===== config.mk =====
export PLATFORM = sky130hd
export DESIGN_NAME = hazard_ctrl_flat
export DESIGN_NICKNAME = d
export VERILOG_FILES = /design/src/rtl/pipe_pkg.sv /design/src/rtl/hazard_ctrl_if.sv /design/src/rtl/load_use_detect.sv /design/src/rtl/hazard_ctrl.sv /design/src/flat_wrapper.sv
export SDC_FILE = /design/constraint.sdc
export NUM_CORES = 1
export LEC_CHECK = 0
export ABC_AREA = 1
export ABC_CLOCK_PERIOD_IN_PS = 3100
export CORE_MARGIN = 1.5
export CORE_UTILIZATION = 56
export DETAILED_ROUTE_END_ITERATION = 12
export PLACE_DENSITY = 0.86
export SYNTH_ARGS = -nofsm -noshare
export SYNTH_HDL_FRONTEND = slang
export SYNTH_SLANG_ARGS = --single-unit

===== constraint.sdc =====
create_clock -name clk_i -period 3.1 [get_ports clk_i]
set_clock_uncertainty 0.15 [all_clocks]
set_input_delay 0.62 -clock clk_i [delete_from_list [all_inputs] [get_ports clk_i]]
set_output_delay 0.62 -clock clk_i [all_outputs]
set_load 0.02 [all_outputs]

===== src/rtl/pipe_pkg.sv =====
// Shared pipeline definitions: RV32 opcode classes, hazard FSM encoding and
// source-register usage helpers used by both the decoder and hazard control.
package pipe_pkg;

   localparam logic [6:0] OP_RTYPE  = 7'b0110011;
   localparam logic [6:0] OP_IALU   = 7'b0010011;
   localparam logic [6:0] OP_LOAD   = 7'b0000011;
   localparam logic [6:0] OP_STORE  = 7'b0100011;
   localparam logic [6:0] OP_BRANCH = 7'b1100011;

   typedef enum logic [1:0] {
      ST_FILL   = 2'd0,
      ST_RUN    = 2'd1,
      ST_FREEZE = 2'd2
   } hz_state_e;

   function automatic logic reads_rs1(input logic [6:0] op);
      return op inside {OP_RTYPE, OP_IALU, OP_LOAD, OP_STORE, OP_BRANCH};
   endfunction

   // I-type ALU ops and loads carry an immediate in the rs2 field
   function automatic logic reads_rs2(input logic [6:0] op);
      return op inside {OP_RTYPE, OP_STORE, OP_BRANCH};
   endfunction

endpackage


===== src/rtl/hazard_ctrl_if.sv =====
// Hazard control bundle between the pipeline datapath (master) and the
// hazard controller (slave).
interface hazard_ctrl_if;
   logic [6:0]  Op_i;
   logic [4:0]  RS1addr_i;
   logic [4:0]  RS2addr_i;
   logic        EX_MemRead_i;
   logic [4:0]  EX_RDaddr_i;
   logic        Branch_taken_i;
   logic        mem_stall_i;
   logic        NoOp_o;
   logic        Stall_o;
   logic        PCWrite_o;
   logic        Flush_o;
   logic        Freeze_o;
   logic [31:0] stall_cnt_o;
   logic [31:0] flush_cnt_o;
   logic [31:0] freeze_cnt_o;

   modport master (
      output Op_i, RS1addr_i, RS2addr_i, EX_MemRead_i, EX_RDaddr_i,
             Branch_taken_i, mem_stall_i,
      input  NoOp_o, Stall_o, PCWrite_o, Flush_o, Freeze_o,
             stall_cnt_o, flush_cnt_o, freeze_cnt_o
   );

   modport slave (
      input  Op_i, RS1addr_i, RS2addr_i, EX_MemRead_i, EX_RDaddr_i,
             Branch_taken_i, mem_stall_i,
      output NoOp_o, Stall_o, PCWrite_o, Flush_o, Freeze_o,
             stall_cnt_o, flush_cnt_o, freeze_cnt_o
   );
endinterface


===== src/rtl/load_use_detect.sv =====
// Combinational load-use check: the EX load writes a register the ID
// instruction actually reads (x0 never creates a dependency).
module load_use_detect
   import pipe_pkg::*;
(
   input  logic [6:0] op,
   input  logic [4:0] rs1,
   input  logic [4:0] rs2,
   input  logic       ex_mem_read,
   input  logic [4:0] ex_rd,
   output logic       load_use
);

   always_comb begin
      load_use = 1'b0;
      if (ex_mem_read && (ex_rd != 5'd0)) begin
         if (reads_rs1(op) && (rs1 == ex_rd)) load_use = 1'b1;
         if (reads_rs2(op) && (rs2 == ex_rd)) load_use = 1'b1;
      end
   end

endmodule


===== src/rtl/hazard_ctrl.sv =====
// Pipeline hazard controller: reset fill bubble, memory freeze, load-use
// stall and taken-branch flush, with saturating event counters.
module hazard_ctrl
   import pipe_pkg::*;
#(
   parameter int CNT_W = 32
) (
   input  logic          clk_i,
   input  logic          rst_i,
   hazard_ctrl_if.slave  hz
);

   hz_state_e        state, state_next;
   logic             load_use;
   logic [CNT_W-1:0] stall_cnt, flush_cnt, freeze_cnt;

   function automatic logic [CNT_W-1:0] sat_inc(input logic [CNT_W-1:0] cnt);
      return (&cnt) ? cnt : cnt + CNT_W'(1);
   endfunction

   load_use_detect u_lud (
      .op          (hz.Op_i),
      .rs1         (hz.RS1addr_i),
      .rs2         (hz.RS2addr_i),
      .ex_mem_read (hz.EX_MemRead_i),
      .ex_rd       (hz.EX_RDaddr_i),
      .load_use    (load_use)
   );

   always_ff @(posedge clk_i) begin
      if (!rst_i) state <= ST_FILL;
      else        state <= state_next;
   end

   always_comb begin
      state_next = ST_FILL;
      case (state)
         ST_FILL:           state_next = ST_RUN;
         ST_RUN, ST_FREEZE: state_next = hz.mem_stall_i ? ST_FREEZE : ST_RUN;
         default:           state_next = ST_FILL;
      endcase
   end

   // FREEZE releases combinationally: the first idle-memory cycle already
   // evaluates hazards exactly like RUN
   always_comb begin
      hz.NoOp_o    = 1'b0;
      hz.Stall_o   = 1'b0;
      hz.Flush_o   = 1'b0;
      hz.Freeze_o  = 1'b0;
      hz.PCWrite_o = 1'b1;
      if (!rst_i) begin
         hz.NoOp_o    = 1'b1;
         hz.PCWrite_o = 1'b0;
      end else begin
         case (state)
            ST_FILL: hz.NoOp_o = 1'b1;
            ST_RUN, ST_FREEZE: begin
               if (hz.mem_stall_i) begin
                  hz.Freeze_o  = 1'b1;
                  hz.PCWrite_o = 1'b0;
               end else if (load_use) begin
                  hz.NoOp_o    = 1'b1;
                  hz.Stall_o   = 1'b1;
                  hz.PCWrite_o = 1'b0;
               end else if (hz.Branch_taken_i) begin
                  hz.Flush_o = 1'b1;
               end
            end
            default: hz.NoOp_o = 1'b1;
         endcase
      end
   end

   always_ff @(posedge clk_i) begin
      if (!rst_i) begin
         stall_cnt  <= '0;
         flush_cnt  <= '0;
         freeze_cnt <= '0;
      end else begin
         if (hz.Stall_o)  stall_cnt  <= sat_inc(stall_cnt);
         if (hz.Flush_o)  flush_cnt  <= sat_inc(flush_cnt);
         if (hz.Freeze_o) freeze_cnt <= sat_inc(freeze_cnt);
      end
   end

   assign hz.stall_cnt_o  = 32'(stall_cnt);
   assign hz.flush_cnt_o  = 32'(flush_cnt);
   assign hz.freeze_cnt_o = 32'(freeze_cnt);

endmodule


===== src/flat_wrapper.sv =====
// flat-port wrapper written by rule: the top's interface ports become plain ports
module hazard_ctrl_flat import pipe_pkg::*;
#(
   parameter int CNT_W = 32
)
  (clk_i, rst_i, hz_Op_i, hz_RS1addr_i, hz_RS2addr_i, hz_EX_MemRead_i, hz_EX_RDaddr_i, hz_Branch_taken_i, hz_mem_stall_i, hz_NoOp_o, hz_Stall_o, hz_PCWrite_o, hz_Flush_o, hz_Freeze_o, hz_stall_cnt_o, hz_flush_cnt_o, hz_freeze_cnt_o);
  hazard_ctrl_if hz_i ();
  input  logic clk_i;
  input  logic rst_i;
  input wire logic [$bits(hz_i.Op_i)-1:0] hz_Op_i;
  input wire logic [$bits(hz_i.RS1addr_i)-1:0] hz_RS1addr_i;
  input wire logic [$bits(hz_i.RS2addr_i)-1:0] hz_RS2addr_i;
  input wire logic [$bits(hz_i.EX_MemRead_i)-1:0] hz_EX_MemRead_i;
  input wire logic [$bits(hz_i.EX_RDaddr_i)-1:0] hz_EX_RDaddr_i;
  input wire logic [$bits(hz_i.Branch_taken_i)-1:0] hz_Branch_taken_i;
  input wire logic [$bits(hz_i.mem_stall_i)-1:0] hz_mem_stall_i;
  output wire logic [$bits(hz_i.NoOp_o)-1:0] hz_NoOp_o;
  output wire logic [$bits(hz_i.Stall_o)-1:0] hz_Stall_o;
  output wire logic [$bits(hz_i.PCWrite_o)-1:0] hz_PCWrite_o;
  output wire logic [$bits(hz_i.Flush_o)-1:0] hz_Flush_o;
  output wire logic [$bits(hz_i.Freeze_o)-1:0] hz_Freeze_o;
  output wire logic [$bits(hz_i.stall_cnt_o)-1:0] hz_stall_cnt_o;
  output wire logic [$bits(hz_i.flush_cnt_o)-1:0] hz_flush_cnt_o;
  output wire logic [$bits(hz_i.freeze_cnt_o)-1:0] hz_freeze_cnt_o;
  assign hz_i.Op_i = hz_Op_i;
  assign hz_i.RS1addr_i = hz_RS1addr_i;
  assign hz_i.RS2addr_i = hz_RS2addr_i;
  assign hz_i.EX_MemRead_i = hz_EX_MemRead_i;
  assign hz_i.EX_RDaddr_i = hz_EX_RDaddr_i;
  assign hz_i.Branch_taken_i = hz_Branch_taken_i;
  assign hz_i.mem_stall_i = hz_mem_stall_i;
  assign hz_NoOp_o = hz_i.NoOp_o;
  assign hz_Stall_o = hz_i.Stall_o;
  assign hz_PCWrite_o = hz_i.PCWrite_o;
  assign hz_Flush_o = hz_i.Flush_o;
  assign hz_Freeze_o = hz_i.Freeze_o;
  assign hz_stall_cnt_o = hz_i.stall_cnt_o;
  assign hz_flush_cnt_o = hz_i.flush_cnt_o;
  assign hz_freeze_cnt_o = hz_i.freeze_cnt_o;
  hazard_ctrl #(.CNT_W(CNT_W)) u_core (.clk_i(clk_i), .rst_i(rst_i), .hz(hz_i));
endmodule

# Word-level counts from Yosys, hierarchy flattened
# Index checks and enable logic that the tools add are counted.
# op_classes
n_addsub	3
n_eq_ne	9
muxes	23
n_bitwise	3
n_reduce_logical	14
# ops
operator	n
$add A32 B1 Y32 const B	3
$reduce_and A32 Y1	3
$mux W1	21
$eq A7 B6 Y1 const B	2
$eq A5 B5 Y1	2
$reduce_bool A5 Y1	2
$eq A7 B2 Y1 const B	1
$eq A7 B5 Y1 const B	1
$eq A7 B7 Y1 const B	1
$reduce_and A2 Y1	3
$pmux W2 S2	1
$logic_and A1 B1 Y1	3
$not A1 Y1	3
$reduce_bool A3 Y1	1
$eq A2 B1 Y1 const B	1
$eq A2 B2 Y1 const B	1
$logic_not A2 Y1	1
$mux W2	1
$reduce_or A2 Y1	1
# word_totals
register_bits	98
input_bits	27
out_inout_bits	101
elab_cells	56

# Depth between registers and ports, before layout
# Gate-level depths: netlist (run 1).
# logic_depth
ltp_word	11
ltp_mapped	13
ltp_nobuf	13

# Modules after synthesis
# From an unflattened synthesis (run 1), not the netlist that was laid out.
# hier_totals
hier_cells	1077
hier_area_um2	6459.9
# modules_own_cells
mod	instances	cells_each	area_each_um2	seq_area_each_um2
hazard_ctrl	1	1019	6221.0	1961.9
load_use_detect	1	58	239.0	0.0

# Worst setup path before layout (run 1)
# OpenSTA, ideal clock, no wires.
# synth_timing
path_type	input to output
startpoint	input port hz_EX_RDaddr_i[1]
endpoint	output port hz_PCWrite_o
t_arrival_ns	1.631
t_required_ns	2.330
slack_ns	0.699
path_stages	9
n_path_buf	0
cell_sequence	inv_1 nand2_1 nand2_1 nor2_1 nand3_1 nand2_1 a21oi_2 inv_1 a21oi_1
# synth_via
elab_chain_cells	9
word_cells_on_any_way	13
classes_between	2 x eq/ne; 7 x mux; 4 x reduce/logical
# synth_lines
item	line	source
start: declaration	flat_wrapper.sv:14	input wire logic [$bits(hz_i.EX_RDaddr_i)-1:0] hz_EX_RDaddr_i;
$eq A5 B5 Y1	load_use_detect.sv:17	if (reads_rs1(op) && (rs1 == ex_rd)) load_use = 1'b1;
$logic_and A1 B1 Y1	load_use_detect.sv:17	
$mux W1	load_use_detect.sv:17	
$mux W1	load_use_detect.sv:18	if (reads_rs2(op) && (rs2 == ex_rd)) load_use = 1'b1;
$mux W1 *	load_use_detect.sv:16	if (ex_mem_read && (ex_rd != 5'd0)) begin
$mux W1 *	hazard_ctrl.sv:62	end else if (load_use) begin
$mux W1 *	hazard_ctrl.sv:59	if (hz.mem_stall_i) begin
$mux W1 *	hazard_ctrl.sv:56	case (state)
$mux W1 *	hazard_ctrl.sv:52	if (!rst_i) begin
end: declaration	flat_wrapper.sv:19	output wire logic [$bits(hz_i.PCWrite_o)-1:0] hz_PCWrite_o;
# Every way passes the cells marked *; elsewhere a longest branch is shown, timed or not.

# Final worst setup path (run 1)
# layout_timing
startpoint	input port rst_i
endpoint	output port hz_Freeze_o
# layout_via
elab_chain_cells	1
# layout_lines
item	line	source
start: declaration	flat_wrapper.sv:9	input logic rst_i;
$mux W1	hazard_ctrl.sv:52	
end: declaration	flat_wrapper.sv:21	output wire logic [$bits(hz_i.Freeze_o)-1:0] hz_Freeze_o;
# No other way between the ends.

==> results of run 1 <==
worst reg2reg max path, delay by kind of cell (launching register included):
kind / cells / cell delay (ps)
AND/OR/NAND/NOR: 7 / 1340
flip-flops: 1 / 420
adder cells (fa/ha/maj): 1 / 270
AO/OA/AOI/OAI: 1 / 170
cell type report:
class                      count  area [µm²]
clock inverter                 2        35.0
timing repair buffer         142        1390
multi-input combinational    721        3590
tap                          140         175
clock buffer                  13         169
inverter                     113         424
fill                         943        3050
sequential                    98        1960
flip-flops by register name (all words and copies together), names as in the netlist:
name and cells:
u_core.hz.flush_cnt_o 32, u_core.state 2, u_core.hz.freeze_cnt_o 32, u_core.hz.stall_cnt_o 32
final timing paths:
kind,to,slack (ps),depth (start not counted)
setup reg to reg,u_core.hz.flush_cnt_o[10]$_SDFFE_PN0P_,680,9
hold / removal,u_core.hz.stall_cnt_o[28]$_SDFFE_PN0P_,330,2
hold reg to reg,u_core.hz.stall_cnt_o[28]$_SDFFE_PN0P_,330,2
setup / recovery,hz_Freeze_o,100,5
logic make-up (layout without fill, tap and decap cells):
group	after synthesis	after routing	synth area share (%)
buf+inv	141	270	9.87
fa+ha+maj	5	5	1.02
flops	98	98	31.8
simple gates	581	581	43.6
compound gates	95	95	7.98
xor+xnor	40	40	5.68
cell usage in the layout, fill, tap and decap left out, types with 2 or more instances in the layout:
cell / instances
nand2_1: 257
nor2_1: 126
clkdlybuf4s50_1: 123
inv_1: 103
dfxtp_1: 98
nand3_1: 88
a21oi_1: 74
nor3_1: 36
xor2_1: 30
nand4_1: 22
buf_4: 14
o21ai_0: 12
clkbuf_8: 12
nor2_2: 10
xnor2_1: 10
inv_2: 9
nor2_4: 7
nand2_2: 6
nor3b_1: 5
ha_1: 5
nand3_2: 4
nor3_2: 3
o21ai_1: 3
nor4_1: 3
nand3b_1: 3
a21oi_2: 2
o21a_1: 2
nor3b_2: 2
nor4_2: 2
nand4_4: 2
clkdlybuf4s15_1: 2
clkbuf_2: 2
power by group through the flow:
stage                     combinational [mW]  sequential, mW  clock [mW]
after floorplan                        0.102            1.30           0
after global placement                 0.176            1.30           0
after detailed placement               0.178            1.30           0
after CTS                              0.178            1.27       0.898
after global routing                   0.197            1.27       0.951
final                                  0.177            1.27       0.886
what timing repair did:
action / in CTS / in global routing
endpoints found under the hold margin: 0 / 0
hold buffers: 0 / 0
resized for setup: 4 / 6
endpoints found under the setup margin: 4 / 4
per-stage QoR:
stage / area [µm²] / TNS [ps] / power (mW) / instances
floorplan: 6160 / 0 / 1.40 / 960
global placement: 7550 / -424 / 1.47 / 1214
CTS: 7750 / 0 / 2.34 / 1229
finish: 7740 / 0 / 2.33 / 1229
detailed placement: 7550 / -535 / 1.47 / 1214
global route: 7740 / 0 / 2.42 / 1229
per-layer routing:
| metal | global-route usage, % | up-vias |
|---|---|---|
| met5 | 0 | - |
| met4 | 10.2 | 0 |
| met3 | 4.78 | 32 |
| met2 | 46.7 | 214 |
| met1 | 37.8 | 2901 |
| li1 | - | 3326 |
==> flow_metrics.env, run 1 <==
export IMPL_status="finished, final reports clean"
export IMPL_wl_met2_mm=7.33
export IMPL_synth_most_common_cell="nand2_1"
export IMPL_min_period_ps=3000
export IMPL_grt_usage_pct=28.5
export IMPL_drcViolationCount=0
export IMPL_antenna_found_initial=0
export IMPL_grt_pass1_vias=5822
export IMPL_drtIter0Drc=479
export IMPL_clkSlewWorstSetupHoldPaths_ps=90
export IMPL_ant_nets=0
export IMPL_hold_violations=0
export IMPL_initial_core_util_pct=57.1
export IMPL_grt_pass1_wl_mm=26.8
export IMPL_cts_inserted_buffers=9
export IMPL_p_sw_mw=0.559
export IMPL_post_dp_hpwl_mm=11.8
export IMPL_critical_path_top_delay_family="buffers and inverters"
export IMPL_cts_sinks=98
export IMPL_synthCells=960
export IMPL_synth_nets=992
export IMPL_powerDensity_mw_per_mm2=301
export IMPL_fin_util_pct=71.8
export IMPL_ys_flop_type="dfxtp_1"
export IMPL_tightest_slew_ps=635
export IMPL_crit_buf_inv=3
export IMPL_slew_violations=0
export IMPL_io_buffers=127
export IMPL_setup_viol=0
export IMPL_num_vias=6473
export IMPL_yosysTopAreaCell="dfxtp_1"
export IMPL_post_place_ws_ps=-154
export IMPL_async_reset_ff_share_pct=0
export IMPL_ios=128
export IMPL_slowest_delay_ps=600
export IMPL_grt_overflow_total=0
export IMPL_dr_wl_met3_um=959
export IMPL_top_layer="met4"
export IMPL_path_max_fanout=4
export IMPL_clock_fmax_mhz=334
export IMPL_area_growth_pct=25.7
export IMPL_pwr_share_clk_pct=38.0
export IMPL_nets=1117
export IMPL_hp_class="register to register"
export IMPL_hp_start="u_core.hz.stall_cnt_o[28]$_SDFFE_PN0P_"
export IMPL_core_mm2=0.0108
export IMPL_ys_top_cells_by_count="nand2_1 (257), nor2_1 (126), inv_1 (103)"
export IMPL_worstSetupEndpointType="output port"
export IMPL_syn_avg_cell_area_um2=6.42
export IMPL_layout_drive_gt1_share_pct=7.53
export IMPL_r2r_start="u_core.hz.flush_cnt_o[0]$_SDFFE_PN0P_"
export IMPL_post_cts_setup_buffers=0
export IMPL_gp_congestion=0.950
export IMPL_cp_startpoint="rst_i"
export IMPL_crit_chain="clkdlybuf4s50_1 > nand2_1 > nor2_1 > buf_4 > clkdlybuf4s50_1"
export IMPL_fp_dieArea_mm2=0.0116
export IMPL_cell_internal_pwr_mw=1.77
export IMPL_die_y_um=108
export IMPL_worst_path_most_repeated_cell="clkdlybuf4s50_1"
export IMPL_rows=38
export IMPL_yosysWarnings=0
export IMPL_rsz0062_at_grt="no"
export IMPL_drv_cap=0
export IMPL_wl_per_cell_um=13.0
export IMPL_grt_start_max_net_pins=52
export IMPL_critPathArrivalTime_ps=2230
export IMPL_vdd_drop_max_mv=0.242
export IMPL_drt_wl_total_mm=15.9
export IMPL_switching_share_pct=24.0
export IMPL_via_per_inst=5.27
export IMPL_yosysTopAreaCellShare_pct=31.8
export IMPL_startpoint_type="input pin"
export IMPL_first_pass_iters=5
export IMPL_clockBufferDepth=2
export IMPL_synthTopCellsByArea="dfxtp_1 (32%), nand2_1 (16%), nor2_1 (7.7%)"
export IMPL_cts_tree="done"
export IMPL_synth_seq_cells=98
export IMPL_crit_slowest_cell="clkdlybuf4s50_1"
export IMPL_maxSlewHeadroom_pct=57.3
export IMPL_crit_type="input pin to output port"
export IMPL_fin_crit_sh_pct=96.7
export IMPL_ctsHtreeMaxLevel=3
export IMPL_diodes=0
export IMPL_synth_cell_types=40
export IMPL_fp_dieW_um=108
export IMPL_p_leak_nw=2.86
export IMPL_wl_met1_mm=7.31
export IMPL_seqPwrFrac_pct=54.4
export IMPL_p_comb_share_pct=7.6
export IMPL_yosysSeqAreaShare_pct=31.8
export IMPL_cp_required_ps=2330
export IMPL_hold_worst_slack_ps=331
export IMPL_clk_latency_ps=380
export IMPL_synth_edf_count=0
export IMPL_syn_cell_area_mm2=0.00616
export IMPL_cts_root_buf="clkbuf_8"
export IMPL_worst_slack_ps=103
Note: power is estimated with default switching activity, not from simulation.
==> inputs of run 2 (changes only) <==
SETUP_SLACK_MARGIN = 0.15   (was not set)
SLEW_MARGIN = 20   (was not set)
==> run 2 against run 1 <==
Effect of this change: clock-buffer cell count stayed put; via count hardly changed; design area hardly changed; critical path type unchanged.
==> flow_metrics.env, run 2 (synthesized netlist as in run 1, its figures left out) <==
export IMPL_grt_start_max_net_pins=52
export IMPL_cts_inserted_buffers=9
export IMPL_switching_share_pct=24.0
export IMPL_p_leak_nw=2.88
export IMPL_clock_fmax_mhz=354
export IMPL_grt_pass1_wl_mm=26.8
export IMPL_fill_cells=945
export IMPL_via_per_inst=5.27
export IMPL_cts_hold_fix_buffers=0
export IMPL_nets=1117
export IMPL_slowest_delay_ps=480
export IMPL_most_common_layout_cells="nand2_1 (256), nor2_1 (126), clkdlybuf4s50_1 (121), inv_1 (103), dfxtp_1 (98)"
export IMPL_cts_resized=7
export IMPL_ant_nets=0
export IMPL_post_cts_setup_buffers=0
export IMPL_rows=38
export IMPL_crit_type="input pin to output port"
export IMPL_grt_overflow_total=0
export IMPL_seqPwrFrac_pct=54.4
export IMPL_slew_violations=0
export IMPL_clkSlewWorstSetupHoldPaths_ps=90
export IMPL_r2r_start="u_core.hz.flush_cnt_o[0]$_SDFFE_PN0P_"
export IMPL_p_comb_share_pct=7.5
export IMPL_maxSlewHeadroom_pct=57.2
export IMPL_num_vias=6478
export IMPL_hp_class="register to register"
export IMPL_path_max_fanout=4
export IMPL_cts_tree="done"
export IMPL_grt_usage_pct=28.5
export IMPL_fp_dieW_um=108
export IMPL_p_total_mw=2.33
export IMPL_clk_latency_ps=380
export IMPL_worstSetupEndpointType="output port"
export IMPL_post_dp_hpwl_mm=11.8
export IMPL_ios=128
export IMPL_status="finished, final reports clean"
export IMPL_cp_startpoint="hz_EX_RDaddr_i[1]"
export IMPL_cell_internal_pwr_mw=1.77
export IMPL_hp_start="u_core.hz.stall_cnt_o[28]$_SDFFE_PN0P_"
export IMPL_hold_worst_slack_ps=331
export IMPL_drv_cap=0
export IMPL_powerDensity_mw_per_mm2=301
export IMPL_area_growth_pct=25.6
export IMPL_drcViolationCount=0
export IMPL_antenna_found_initial=0
export IMPL_gp_congestion=0.950
export IMPL_critPathArrivalTime_ps=2050
export IMPL_cts_root_buf="clkbuf_8"
export IMPL_layout_drive_gt1_share_pct=7.81
export IMPL_drt_wl_total_mm=15.9
export IMPL_fin_util_pct=71.7
export IMPL_crit_slowest_cell="clkdlybuf4s50_1"
export IMPL_setup_viol=0
export IMPL_startpoint_type="input pin"
export IMPL_min_period_ps=2820
export IMPL_mostFrequentLayoutCell="nand2_1"
export IMPL_cp_required_ps=2330
export IMPL_wl_per_cell_um=13.0
export IMPL_tightest_slew_ps=637
export IMPL_ctsHtreeMaxLevel=3
export IMPL_p_sw_mw=0.559
export IMPL_grt_pass1_vias=5822
export IMPL_io_buffers=127
export IMPL_first_pass_iters=6
export IMPL_cts_sinks=98
export IMPL_fin_crit_sh_pct=91.1
export IMPL_clockBufferDepth=2
export IMPL_fp_dieArea_mm2=0.0116
export IMPL_crit_chain="clkdlybuf4s50_1 > inv_1 > o21ai_1 > inv_1 > nand3_1 > nand2_2 > a21oi_2 > inv_1 > a21oi_1 > clkbuf_2"
export IMPL_rsz0062_at_grt="yes"
export IMPL_initial_core_util_pct=57.1
export IMPL_core_mm2=0.0108
export IMPL_diodes=0
export IMPL_worst_path_most_repeated_cell="inv_1"
export IMPL_pwr_share_clk_pct=38.0
export IMPL_die_y_um=108
export IMPL_hold_violations=0
export IMPL_vdd_drop_max_mv=0.241
export IMPL_drtIter0Drc=477
==> run 2: cell count changes in the layout (fill, tap and decap cells not counted), sizes merged <==
cell,before,now
clkdlybuf4s15,2,0
clkdlybuf4s50,123,121
dlymetal6s2s,0,1
buf,15,16
dlygate4sd2,0,1
clkbuf,15,16
==> run 2: worst paths after layout <==
path,cells after the start,slack [ps],endpoint
worst max-delay path,10,280,hz_PCWrite_o
worst min-delay path,2,330,u_core.hz.stall_cnt_o[28]$_SDFFE_PN0P_
worst max register to register,9,690,u_core.hz.flush_cnt_o[10]$_SDFFE_PN0P_
worst min register to register,2,330,u_core.hz.stall_cnt_o[28]$_SDFFE_PN0P_
==> run 2: layer usage <==
metal | share of wire (%) | vias to the layer above | wire (µm) | GRT usage [%]
li1 | - | 3323 | - | -
met4 | 2.1 | 0 | 327 | 10.2
met2 | 46 | 215 | 7310 | 46.7
met5 | 0 | - | 0 | 0
met1 | 46 | 2908 | 7270 | 37.8
met3 | 6.3 | 32 | 1010 | 4.78
==> run 2: worst max-delay path, delay by kind of cell <==
kind	cells	cell delay, ps
AOI/OAI and AO/OA	3	420
buffers and inverters	5	850
and+or+nand+nor	2	160
==> run 2: through the flow <==
step / std cells / setup WS, ps / setup TNS (ps) / area, µm²
floorplan: 960 / 699 / 0 / 6160
global placement: 1214 / -116 / -424 / 7550
detailed placement: 1214 / -154 / -535 / 7550
CTS: 1229 / 123 / 0 / 7750
global route: 1229 / 140 / 0 / 7740
finish: 1229 / 275 / 0 / 7740
==> run 2: final cells by class <==
cell class	instances	area [µm²]	share of cell area (%)
clock inverter	2	35.0	0.453
multi-input combinational	721	3600	46.5
timing repair buffer	142	1380	17.8
tap	140	175	2.26
clock buffer	13	169	2.18
inverter	113	424	5.48
sequential	98	1960	25.4
==> run 2: power groups by stage <==
stage	Combinational, mW	Sequential, mW	Clock (mW)
3_3_place_gp	0.176	1.30	0
2_1_floorplan	0.102	1.30	0
3_5_place_dp	0.178	1.30	0
4_1_cts	0.177	1.27	0.898
6_report	0.176	1.27	0.885
5_1_grt	0.196	1.27	0.951
